### src/rtl/riscv_pkg.sv
// Shared definitions for the RV32I memory stage.
//   - func3 encodings for loads (LB..LHU) and stores (SB..SW)
//   - memory-stage FSM state enum
//   - helpers for legality, alignment, store byte enables and store data
package riscv_pkg;

    localparam logic [2:0] F3_LB  = 3'b000;
    localparam logic [2:0] F3_LH  = 3'b001;
    localparam logic [2:0] F3_LW  = 3'b010;
    localparam logic [2:0] F3_LBU = 3'b100;
    localparam logic [2:0] F3_LHU = 3'b101;

    localparam logic [2:0] F3_SB  = 3'b000;
    localparam logic [2:0] F3_SH  = 3'b001;
    localparam logic [2:0] F3_SW  = 3'b010;

    typedef enum logic {
        MEM_IDLE   = 1'b0,
        MEM_ACCESS = 1'b1
    } mem_state_e;

    // Load func3 011/110/111 and store func3 >= 011 have no meaning in RV32I.
    function automatic logic func3_illegal(input logic is_store, input logic [2:0] f3);
        if (is_store)
            return (f3 > F3_SW);
        else
            return (f3 == 3'b011) || (f3 == 3'b110) || (f3 == 3'b111);
    endfunction

    // Size is carried in func3[1:0] for both loads and stores.
    function automatic logic addr_misaligned(input logic [2:0] f3, input logic [1:0] lo);
        case (f3[1:0])
            2'b01:   return lo[0];
            2'b10:   return (lo != 2'b00);
            default: return 1'b0;
        endcase
    endfunction

    function automatic logic [3:0] store_byte_en(input logic [2:0] f3, input logic [1:0] lo);
        case (f3)
            F3_SB:   return 4'b0001 << lo;
            F3_SH:   return 4'b0011 << lo;
            default: return 4'b1111;
        endcase
    endfunction

    // Replicate the store datum into every lane so the byte enables pick it out.
    function automatic logic [31:0] store_wdata(input logic [2:0] f3, input logic [31:0] data);
        case (f3)
            F3_SB:   return {4{data[7:0]}};
            F3_SH:   return {2{data[15:0]}};
            default: return data;
        endcase
    endfunction

endpackage

### src/rtl/load_align.sv
// Load data alignment: selects the addressed lane of the read word and
// sign- or zero-extends it according to func3.
//   func3 : load width/signedness
//   lane  : byte offset within the word (addr[1:0])
//   rdata : raw word from data memory
//   data  : extended load result
module load_align
    import riscv_pkg::*;
(
    input  logic [2:0]  func3,
    input  logic [1:0]  lane,
    input  logic [31:0] rdata,
    output logic [31:0] data
);

    logic [7:0]  byte_sel;
    logic [15:0] half_sel;

    always_comb begin
        byte_sel = 8'h00;
        case (lane)
            2'd0: byte_sel = rdata[7:0];
            2'd1: byte_sel = rdata[15:8];
            2'd2: byte_sel = rdata[23:16];
            2'd3: byte_sel = rdata[31:24];
            default: byte_sel = 8'h00;
        endcase
        // Halfword loads are aligned, so only lane[1] matters.
        half_sel = lane[1] ? rdata[31:16] : rdata[15:0];

        data = rdata;
        case (func3)
            F3_LB:   data = {{24{byte_sel[7]}}, byte_sel};
            F3_LH:   data = {{16{half_sel[15]}}, half_sel};
            F3_LBU:  data = {24'h000000, byte_sel};
            F3_LHU:  data = {16'h0000, half_sel};
            default: data = rdata;
        endcase
    end

endmodule

### src/rtl/mem_stage_access.sv
// RV32I memory stage: issues data-memory requests for loads/stores, stalls
// the upstream pipeline while a request is outstanding, flags misaligned or
// illegal accesses, and drives the MEM/WB pipeline register.
//
// Handshake: dmemReq rises on entry to ACCESS and stays high, with
// dmemWe/dmemAddr/dmemByteEn/dmemWdata frozen, until the cycle in which
// dmemReady=1; that cycle completes the transfer (dmemRdata valid) and the
// FSM returns to IDLE at the following edge.
//
// Ports:
//   clk, rstN                 clock, asynchronous active-low reset
//   *_EX_MEM                  EX/MEM register contents (held while stallMem=1)
//   dmemReq/We/Addr/ByteEn/Wdata, dmemRdata, dmemReady   data-memory port
//   stallMem                  freeze IF..EX and hold EX/MEM
//   misalign                  one-cycle pulse for a misaligned/illegal access
//   *_MEM_WB                  MEM/WB register outputs
//   fsm_state                 current FSM state (debug)
module mem_stage_access
    import riscv_pkg::*;
(
    input  logic        clk,
    input  logic        rstN,
    input  logic        valid_EX_MEM,
    input  logic        memWrite_EX_MEM,
    input  logic        memRead_EX_MEM,
    input  logic        regWrite_EX_MEM,
    input  logic        memToRegWrite_EX_MEM,
    input  logic [2:0]  func3_EX_MEM,
    input  logic [31:0] aluOut_EX_MEM,
    input  logic [31:0] storeData_EX_MEM,
    input  logic [4:0]  rd_EX_MEM,
    output logic        dmemReq,
    output logic        dmemWe,
    output logic [31:0] dmemAddr,
    output logic [3:0]  dmemByteEn,
    output logic [31:0] dmemWdata,
    input  logic [31:0] dmemRdata,
    input  logic        dmemReady,
    output logic        stallMem,
    output logic        misalign,
    output logic        regWrite_MEM_WB,
    output logic        memToRegWrite_MEM_WB,
    output logic [4:0]  rd_MEM_WB,
    output logic [31:0] aluOut_MEM_WB,
    output logic [31:0] loadData_MEM_WB,
    output mem_state_e  fsm_state
);

    mem_state_e  state, state_next;
    logic        mem_op, fault, start, stall_c;

    // Request captured on entry to ACCESS; drives the dmem port and MEM/WB.
    logic [31:0] req_alu;
    logic [2:0]  req_f3;
    logic [4:0]  req_rd;
    logic        req_regwrite, req_memtoreg;
    logic [31:0] load_word;

    always_comb begin
        mem_op = valid_EX_MEM & (memRead_EX_MEM | memWrite_EX_MEM);
        fault  = mem_op & (func3_illegal(memWrite_EX_MEM, func3_EX_MEM) |
                           addr_misaligned(func3_EX_MEM, aluOut_EX_MEM[1:0]));
        start  = mem_op & ~fault;

        state_next = state;
        stall_c    = 1'b0;
        case (state)
            MEM_IDLE: begin
                if (start) begin
                    stall_c    = 1'b1;
                    state_next = MEM_ACCESS;
                end
            end
            MEM_ACCESS: begin
                if (dmemReady) state_next = MEM_IDLE;
                else           stall_c    = 1'b1;
            end
            default: state_next = MEM_IDLE;
        endcase
    end

    // stallMem is combinational from the inputs; gate it so reset forces it low.
    assign stallMem  = stall_c & rstN;
    assign dmemReq   = (state == MEM_ACCESS);
    assign dmemAddr  = {req_alu[31:2], 2'b00};
    assign fsm_state = state;

    load_align u_load_align (
        .func3 (req_f3),
        .lane  (req_alu[1:0]),
        .rdata (dmemRdata),
        .data  (load_word)
    );

    always_ff @(posedge clk or negedge rstN) begin
        if (!rstN) begin
            state                <= MEM_IDLE;
            misalign             <= 1'b0;
            dmemWe               <= 1'b0;
            dmemByteEn           <= 4'h0;
            dmemWdata            <= 32'h0;
            req_alu              <= 32'h0;
            req_f3               <= 3'h0;
            req_rd               <= 5'h0;
            req_regwrite         <= 1'b0;
            req_memtoreg         <= 1'b0;
            regWrite_MEM_WB      <= 1'b0;
            memToRegWrite_MEM_WB <= 1'b0;
            rd_MEM_WB            <= 5'h0;
            aluOut_MEM_WB        <= 32'h0;
            loadData_MEM_WB      <= 32'h0;
        end else begin
            state    <= state_next;
            misalign <= 1'b0;
            // Default: MEM/WB receives a bubble (no register write).
            regWrite_MEM_WB      <= 1'b0;
            memToRegWrite_MEM_WB <= 1'b0;
            rd_MEM_WB            <= 5'h0;
            aluOut_MEM_WB        <= 32'h0;
            loadData_MEM_WB      <= 32'h0;
            case (state)
                MEM_IDLE: begin
                    if (start) begin
                        dmemWe       <= memWrite_EX_MEM;
                        dmemByteEn   <= memWrite_EX_MEM ?
                                        store_byte_en(func3_EX_MEM, aluOut_EX_MEM[1:0]) : 4'b1111;
                        dmemWdata    <= store_wdata(func3_EX_MEM, storeData_EX_MEM);
                        req_alu      <= aluOut_EX_MEM;
                        req_f3       <= func3_EX_MEM;
                        req_rd       <= rd_EX_MEM;
                        req_regwrite <= regWrite_EX_MEM;
                        req_memtoreg <= memToRegWrite_EX_MEM;
                    end else begin
                        // Non-memory op, empty slot, or faulting access:
                        // passes straight through; faults never write rd.
                        misalign             <= fault;
                        regWrite_MEM_WB      <= valid_EX_MEM & regWrite_EX_MEM & ~fault;
                        memToRegWrite_MEM_WB <= memToRegWrite_EX_MEM;
                        rd_MEM_WB            <= rd_EX_MEM;
                        aluOut_MEM_WB        <= aluOut_EX_MEM;
                    end
                end
                MEM_ACCESS: begin
                    if (dmemReady) begin
                        regWrite_MEM_WB      <= req_regwrite;
                        memToRegWrite_MEM_WB <= req_memtoreg;
                        rd_MEM_WB            <= req_rd;
                        aluOut_MEM_WB        <= req_alu;
                        loadData_MEM_WB      <= load_word;
                    end
                end
                default: ;
            endcase
        end
    end

endmodule

### config.mk
export PLATFORM = sky130hd
export DESIGN_NAME = mem_stage_access
export DESIGN_NICKNAME = d
export VERILOG_FILES = /design/src/rtl/riscv_pkg.sv /design/src/rtl/load_align.sv /design/src/rtl/mem_stage_access.sv
export SDC_FILE = /design/constraint.sdc
export NUM_CORES = 1
export LEC_CHECK = 0
export ABC_AREA = 1
export BUFFER_PORTS_ARGS = -buffer_cell sky130_fd_sc_hd__buf_2
export CAP_MARGIN = 20
export CELL_PAD_IN_SITES_DETAIL_PLACEMENT = 1
export CELL_PAD_IN_SITES_GLOBAL_PLACEMENT = 2
export CORE_ASPECT_RATIO = 1.1
export CORE_MARGIN = 2
export CORE_UTILIZATION = 27
export CTS_CLUSTER_DIAMETER = 30
export DETAILED_ROUTE_END_ITERATION = 7
export PLACE_DENSITY_LB_ADDON = 0.25
export SLEW_MARGIN = 40
export SYNTH_ARGS = -nofsm -noshare
export SYNTH_HDL_FRONTEND = slang
export SYNTH_HIERARCHICAL = 1
export SYNTH_SLANG_ARGS = --single-unit
### constraint.sdc
create_clock -name clk -period 1.5 [get_ports clk]
set_input_delay 0.15 -clock clk [delete_from_list [all_inputs] [get_ports clk]]
set_output_delay 0.15 -clock clk [all_outputs]
set_load 0.02 [all_outputs]
# ---- Word level (Yosys, flattened, before mapping)
# Index checks and enable logic that the tools add are counted.
dict set report classes {
  n_reduce_logical 7
  n_mux 27
  shifts 2
  magnitude_cmp 1
  n_eq_ne 12
  bitwise_logic 10
}
# cell count
set op_table {}
lappend op_table {{32-bit 2-to-1 mux} 4}
lappend op_table {{32-bit one-hot mux with 2 select lines} 2}
lappend op_table {{32-bit one-hot mux with 4 select lines} 1}
lappend op_table {{8-bit one-hot mux with 4 select lines} 1}
lappend op_table {{16-bit 2-to-1 mux} 1}
lappend op_table {{3-bit equality test, second input constant} 4}
lappend op_table {{5-bit 2-to-1 mux} 2}
lappend op_table {{5-bit one-hot mux with 2 select lines} 1}
lappend op_table {{1-bit 2-to-1 mux} 9}
lappend op_table {{1-bit one-hot mux with 2 select lines} 4}
lappend op_table {{4-bit one-hot mux with 2 select lines} 1}
lappend op_table {{1-bit bitwise AND} 6}
lappend op_table {{2-bit equality test, second input constant} 3}
lappend op_table {{3-bit by 1-bit equality test with 1-bit output, second input constant} 2}
lappend op_table {{3-bit zero test} 2}
lappend op_table {{2-bit by 1-bit equality test with 1-bit output, second input constant} 2}
lappend op_table {{4-bit 2-to-1 mux} 1}
lappend op_table {{1-bit by 2-bit << shifter with 4-bit output, first input constant} 1}
lappend op_table {{2-bit by 2-bit << shifter with 4-bit output, first input constant} 1}
lappend op_table {{3-bit by 2-bit equality test with 1-bit output, second input constant} 1}
lappend op_table {{3-bit by 2-bit > comparator with 1-bit output, second input constant} 1}
lappend op_table {{2-bit zero test} 1}
lappend op_table {{1-bit logical OR} 2}
lappend op_table {{1-bit NOT} 2}
lappend op_table {{3 further kinds} 4}
dict set report word_totals {
  out_inout_bits 144
  inputBits 112
  register_bits 152
  word_cells 74
}

# ---- Depth between registers and ports, before layout
# Gate-level depths: netlist (run 1).
dict set report depth {
  word_depth 11
  ltp_mapped 11
  depth_no_buf 10
}

# ---- Modules after synthesis
# Netlist (run 1), hierarchy kept.
# module cells_per_inst instances area_per_inst_um2 seq_area_each_um2
set modules_own_cells {}
lappend modules_own_cells {mem_stage_access 787 1 6510.0 3803.6}
lappend modules_own_cells {load_align 146 1 762.0 0.0}

# ---- Least setup slack after synthesis (run 1)
# No wires, ideal clock.
dict set report synth_path {
  path_type {register to output}
  from {register state, in the netlist dmemReq}
  to {output stallMem}
  t_arrival_ns 1.550
  stages_incl_launch_ff 7
  slack_ns -0.200
  n_path_buf 1
  t_required_ns 1.350
  cell_sequence {dfrtp_1 inv_1 nand2_1 nor2_2 nand3_4 buf_6 a21boi_0}
}
dict set report synth_between {
  elab_chain_len 3
}
# element line
set synth_lines {}
lappend synth_lines {{start, declared} mem_stage_access.sv:49} ;# mem_state_e state, state_next;
lappend synth_lines {{start signal, assigned} mem_stage_access.sv:113} ;# state <= state_next;
lappend synth_lines {{1-bit NOT (no source line)} --}
lappend synth_lines {{1-bit one-hot mux with 2 select lines *} mem_stage_access.sv:67} ;# case (state)
lappend synth_lines {{1-bit bitwise AND *} mem_stage_access.sv:83} ;# assign stallMem = stall_c & rstN;
lappend synth_lines {{end, declared} mem_stage_access.sv:39} ;# output logic stallMem,
# Mark *: on every way between the ends. The rest lies on a longest branch, timed or not.

# ---- Final worst setup path (run 1)
# Ends and elaborated chain as after synthesis.

==> results of run 1 <==
[kinds of logic after synthesis]
family          count (synthesis)  synth area share
other cells                     1          0.000516
fa+ha+maj                       4           0.00688
simple gates                  602             0.335
compound gates                 35            0.0298
buf+inv                       139             0.105
flops                         152             0.523
[stage by stage]
stage          utilization  cell area, um^2  setup slack (ns)  power [mW]  setup TNS, ns
2_1_floorplan            -             7280            0.0573        8.67              0
5_1_grt              0.378            10100            -0.162        15.5         -0.232
6_report             0.379            10100           -0.0879        14.5        -0.0879
4_1_cts              0.374            10000            -0.151        14.7         -0.151
3_5_place_dp         0.333             8900            -0.160        10.2         -12.56
3_3_place_gp         0.333             8900           -0.0876        10.1          -4.23
[worst min path at each step]
| stage | start | end | slack (ns) |
|---|---|---|---|
| after global routing | storeData_EX_MEM[22] | dmemWdata[22]$_DFFE_PN0P_ | 0.02 |
| after detailed placement | rstN | loadData_MEM_WB[5]$_DFF_PN0_ | 0.04 |
| final | storeData_EX_MEM[22] | dmemWdata[22]$_DFFE_PN0P_ | 0.02 |
| after CTS | storeData_EX_MEM[24] | dmemWdata[24]$_DFFE_PN0P_ | 0.003 |
| after floorplan | rstN | aluOut_MEM_WB[0]$_DFF_PN0_ | -0.15 |
| after global placement | rstN | loadData_MEM_WB[5]$_DFF_PN0_ | 0.04 |
[timing repair]
item / in CTS / in global routing
setup buffers: 4 / 1
resized for setup: 9 / 8
pin swaps: 3 / 2
gates cloned: 0 / 3
hold buffers: 46 / 0
endpoints found under the setup margin: 1 / 84
endpoints found under the hold margin: 181 / 0
[per-layer routing]
metal	GRT usage	part of all wire	wire length [um]
met4	0.0432	0.014	349
met3	0.0608	0.068	1690
met2	0.310	0.50	12500
met1	0.207	0.42	10300
met5	0	0.0016	41
[flip-flops by register name, indices dropped and copies added, names as in the netlist]
signal	flops
req_rd	5
dmemWdata	32
rd_MEM_WB	5
req_regwrite	1
req_f3	3
memToRegWrite_MEM_WB	1
req_alu	32
dmemByteEn	4
loadData_MEM_WB	32
dmemWe	1
misalign	1
dmemReq	1
aluOut_MEM_WB	32
req_memtoreg	1
regWrite_MEM_WB	1
[Yosys cell counts]
library cell | count | share of area
a21boi_0 | 3 | 0.0031
a21oi_1 | 13 | 0.0089
a21oi_4 | 1 | 0.0022
a22oi_1 | 7 | 0.0072
and2_1 | 1 | 0.00086
buf_1 | 2 | 0.0010
buf_2 | 9 | 0.0062
buf_4 | 42 | 0.043
buf_6 | 7 | 0.011
buf_8 | 1 | 0.0021
clkbuf_1 | 18 | 0.0093
conb_1 | 1 | 0.00052
dfrtp_1 | 152 | 0.52
ha_1 | 4 | 0.0069
inv_1 | 54 | 0.028
inv_2 | 3 | 0.0015
inv_4 | 3 | 0.0026
nand2_1 | 475 | 0.25
nand2_2 | 2 | 0.0017
nand2_4 | 2 | 0.0031
nand3_1 | 60 | 0.041
nand3_2 | 4 | 0.0055
nand3_4 | 2 | 0.0048
nand4_1 | 1 | 0.00086
nand4_4 | 1 | 0.0029
nor2_1 | 51 | 0.026
nor2_2 | 1 | 0.00086
nor3_1 | 1 | 0.00069
o211ai_1 | 1 | 0.0010
o21ai_0 | 9 | 0.0062
o31ai_1 | 1 | 0.0010
or2_2 | 1 | 0.00086
[critical path, stage by stage, from the launching register on]
cell and delay (ns):
dfrtp_1 0.39, inv_2 0.10, nand2_4 0.06, nor2_4 0.10, nand3_4 0.07, a21boi_2 0.15, buf_6 0.15
[power breakdown]
part	internal [mW]	switching, mW	leakage [nW]	total [mW]
logic	1.71	3.05	3.64	4.77
clock network	2.38	1.91	0.284	4.29
registers	4.92	0.494	1.94	5.42
[cell type report]
cell class	instances	area, um^2	area share
Sequential cell	152	3800	0.376
Multi-Input combinational cell	643	2740	0.270
Timing Repair Buffer	341	2290	0.227
Tap cell	357	447	0.0441
Clock buffer	18	439	0.0434
Inverter	60	245	0.0242
Clock inverter	14	138	0.0136
Antenna cell	6	15.0	0.00148
==> results.cfg, run 1 <==
[hold_path]
worstHoldPathCells = 5
hold_class = input pin to flop

[yosys]
synth_cell_type_count = 32
ys.warnings.count = 6
yosysSeqAreaShare = 0.523
syn_avg_cell_area_um2 = 7.79
ys_ff_latch = 152
synthesis.area_mm2 = 0.00727
synthCells = 933

[place]
place_congestion = 0.758
placed_cells = 1500
portBuffers = 253
dp_hpwl_mm = 17.7

[floorplanning]
core_area_mm2 = 0.0267
die_area_mm2 = 0.0283
initial_core_util = 0.272
dieHeight_um = 176
rows = 63
die_w_um = 160
ioPinCount = 256

[global_routing]
grt_overflow = 0
grt_pass1_wl_mm = 38.9
grt_use_total = 0.176
antenna_found_initial = 7
grt_start_max_net_pins = 74
grt_pass1_vias = 7116

[drt]
via_count = 6836
ant_nets = 0
viasPerCell = 4.30
wl_mm = 24.9
drtIter0Drc = 253
first_pass_iters = 4
drc = 0
wl_per_cell_um = 15.7

[finish]
final_common_cell = nand2_1
final.fill_count = 3304
syn_to_final_growth_pct = 39.2
most-common-layout-cells = nand2_1 (473), buf_2 (251), dfrtp_1 (151)
stdcell_count = 1591
drive_gt1_frac = 0.288
nets = 1331

[job]
max_cap_violations = 0

[critical_path]
r2r-end = aluOut_MEM_WB[2]$_DFF_PN0_
crit_end = stallMem
cp_data_required_time_ns = 1.35
path_max_fanout = 4
rrSetupSlack_ns = 0.07
worstSetupStartpoint = dmemReq$_DFF_PN0_
cp-start-kind = flop
crit_arrival_ns = 1.44
crit_type = flop to output port
r2r_cells = 8
end_kind = output port
worstReg2RegStart = dmemReq$_DFF_PN0_

[timing]
fin_hold_ws_ns = 0.0184
hold_violations = 0
fmaxAchievable_mhz = 630
finalSetupViolations = 1
skew_ns = 0.0140
worst_slack_ns = -0.0879
rsz0062_at_grt = yes
fin_crit_ns = 1.59
period_share = 1.06
slew_violations = 0

[power_and_ir_drop]
leakagePower_nw = 5.87
pwr_density_cell_mw_per_mm2 = 1430
irDropWorstVdd_mv = 0.578

[clock_network]
clk_path_buf_depth = 2
clock-root-buffer = clkbuf_16
clk_latency_ns = 0.42
cts_made_buffers = 17
cts_tree = done
htree_levels = 4
cts.sinks = 152
clkSlewWorstSetupHoldPaths_ns = 0.07

[status]
violations = negative setup slack
status = finished, violations left
(Power assumes the default switching activity.)
==> run 2, diff against run 1 <==
--- a/config.mk
+++ b/config.mk
@@ -16,7 +16,7 @@
 export CTS_CLUSTER_DIAMETER = 30
 export DETAILED_ROUTE_END_ITERATION = 7
 export PLACE_DENSITY_LB_ADDON = 0.25
-export SLEW_MARGIN = 40
+export SKIP_CTS_REPAIR_TIMING = 1
 export SYNTH_ARGS = -nofsm -noshare
 export SYNTH_HDL_FRONTEND = slang
 export SYNTH_HIERARCHICAL = 1
==> results.cfg, run 2 (synthesis results as in run 1) <==
[floorplanning]
die_area_mm2 = 0.0283
dieHeight_um = 176
die_w_um = 160
ioPinCount = 256
core_area_mm2 = 0.0267
initial_core_util = 0.272
rows = 63

[timing]
period_share = 1.10
fmaxAchievable_mhz = 604
hold_violations = 3
relSlewSlack = 0.666
fin_hold_ws_ns = -0.0129
finalSetupViolations = 10
fin_crit_ns = 1.66
slew_violations = 0
rsz0062_at_grt = yes
setup_tns_ns = -0.240
worst_slack_ns = -0.157
skew_ns = 0.0128
tightest_slew_ns = 0.500

[clock_network]
clk_path_buf_depth = 2
clkSlewWorstSetupHoldPaths_ns = 0.07
cts_tree = done
clock-root-buffer = clkbuf_16
cts.sinks = 152
clk_latency_ns = 0.43
htree_levels = 4
cts_made_buffers = 17

[status]
violations = negative hold slack, negative setup slack
status = finished, violations left

[place]
place_congestion = 0.758
placed_cells = 1500
dp_hpwl_mm = 17.7
pre_cts_slack_ns = -0.160
portBuffers = 253
place_area_mm2 = 0.00890

[critical_path]
cp-start-kind = flop
crit_type = flop to output port
worstPathCellList = inv_2 > nand2_4 > nor2_4 > nand3_4 > a21boi_2 > buf_6
cpLargestDelayFamily = flip-flops
crit_arrival_ns = 1.51
end_kind = output port
max_stage_delay_ns = 0.39
cp_num_buf_inv = 2
cp_slowest_cell = dfrtp_1
path_max_fanout = 4
cp_data_required_time_ns = 1.35

[finish]
drive_gt1_frac = 0.308
final_common_cell = nand2_1
stdcell_area_mm2 = 0.0104
stdcell_count = 1601
most-common-layout-cells = nand2_1 (460), buf_2 (251), dfrtp_1 (151)
nets = 1341
post-route-util = 0.387
syn_to_final_growth_pct = 42.4

[drt]
via_count = 6903
wl_met2_mm = 13.2
top_layer = met5
wirelength_met1_mm = 11.0
dr_wl_met3_mm = 1.61
viasPerCell = 4.31
drtIter0Drc = 289
drc = 0
ant_nets = 0
wl_mm = 26.0
wl_per_cell_um = 16.2
first_pass_iters = 4

[global_routing]
grt_overflow = 0
grt_pass1_wl_mm = 37.6
grt_pass1_vias = 6814
antenna_found_initial = 7
grt_use_total = 0.172
grt_start_max_net_pins = 74

[power_and_ir_drop]
irDropWorstVdd_mv = 0.581
power_mw = 14.6
pwr_density_cell_mw_per_mm2 = 1410
leakagePower_nw = 5.97

[hold_path]
hold_class = input pin to flop

[job]
max_cap_violations = 0
run 2: routing by layer:
layer | vias up | track usage
li1 | 3410 | -
met4 | 6 | 0.0330
met5 | - | 0
met2 | 154 | 0.304
met1 | 3321 | 0.203
met3 | 12 | 0.0592
run 2: tightest hold or removal path: stages:
cell and delay [ns]:
buf_2 0.12, nand2_1 0.06, nand2_1 0.05
run 2: power breakdown:
group	internal [mW]	leakage [nW]	total, mW	switching, mW
Clock	2.38	0.284	4.29	1.91
Sequential	4.92	1.94	5.44	0.514
Combinational	1.80	3.75	4.90	3.10
Total	9.11	5.97	14.6	5.52
run 2: final cells by class:
| class | count | area [um^2] |
|---|---|---|
| Antenna cell | 6 | 15.0 |
| Clock buffer | 18 | 439 |
| Clock inverter | 14 | 138 |
| Fill cell | 3292 | 16400 |
| Inverter | 60 | 245 |
| Multi-Input combinational cell | 643 | 2770 |
| Sequential cell | 152 | 3800 |
| Tap cell | 357 | 447 |
| Timing Repair Buffer | 350 | 2480 |
| Timing Repair inverter | 1 | 11.3 |
run 2: worst paths after layout:
path	startpoint	endpoint	depth (start not counted)	slack [ns]
setup / recovery	dmemReq$_DFF_PN0_	stallMem	6	-0.16
hold / removal	storeData_EX_MEM[2]	dmemWdata[2]$_DFFE_PN0P_	3	-0.01
setup reg to reg	dmemReq$_DFF_PN0_	dmemWdata[8]$_DFFE_PN0P_	10	-0.02
hold reg to reg	dmemByteEn[2]$_DFFE_PN0P_	dmemByteEn[2]$_DFFE_PN0P_	2	0.48
max in group asynchronous	rstN	aluOut_MEM_WB[11]$_DFF_PN0_	4	0.67
min in group asynchronous	rstN	loadData_MEM_WB[5]$_DFF_PN0_	3	0.27
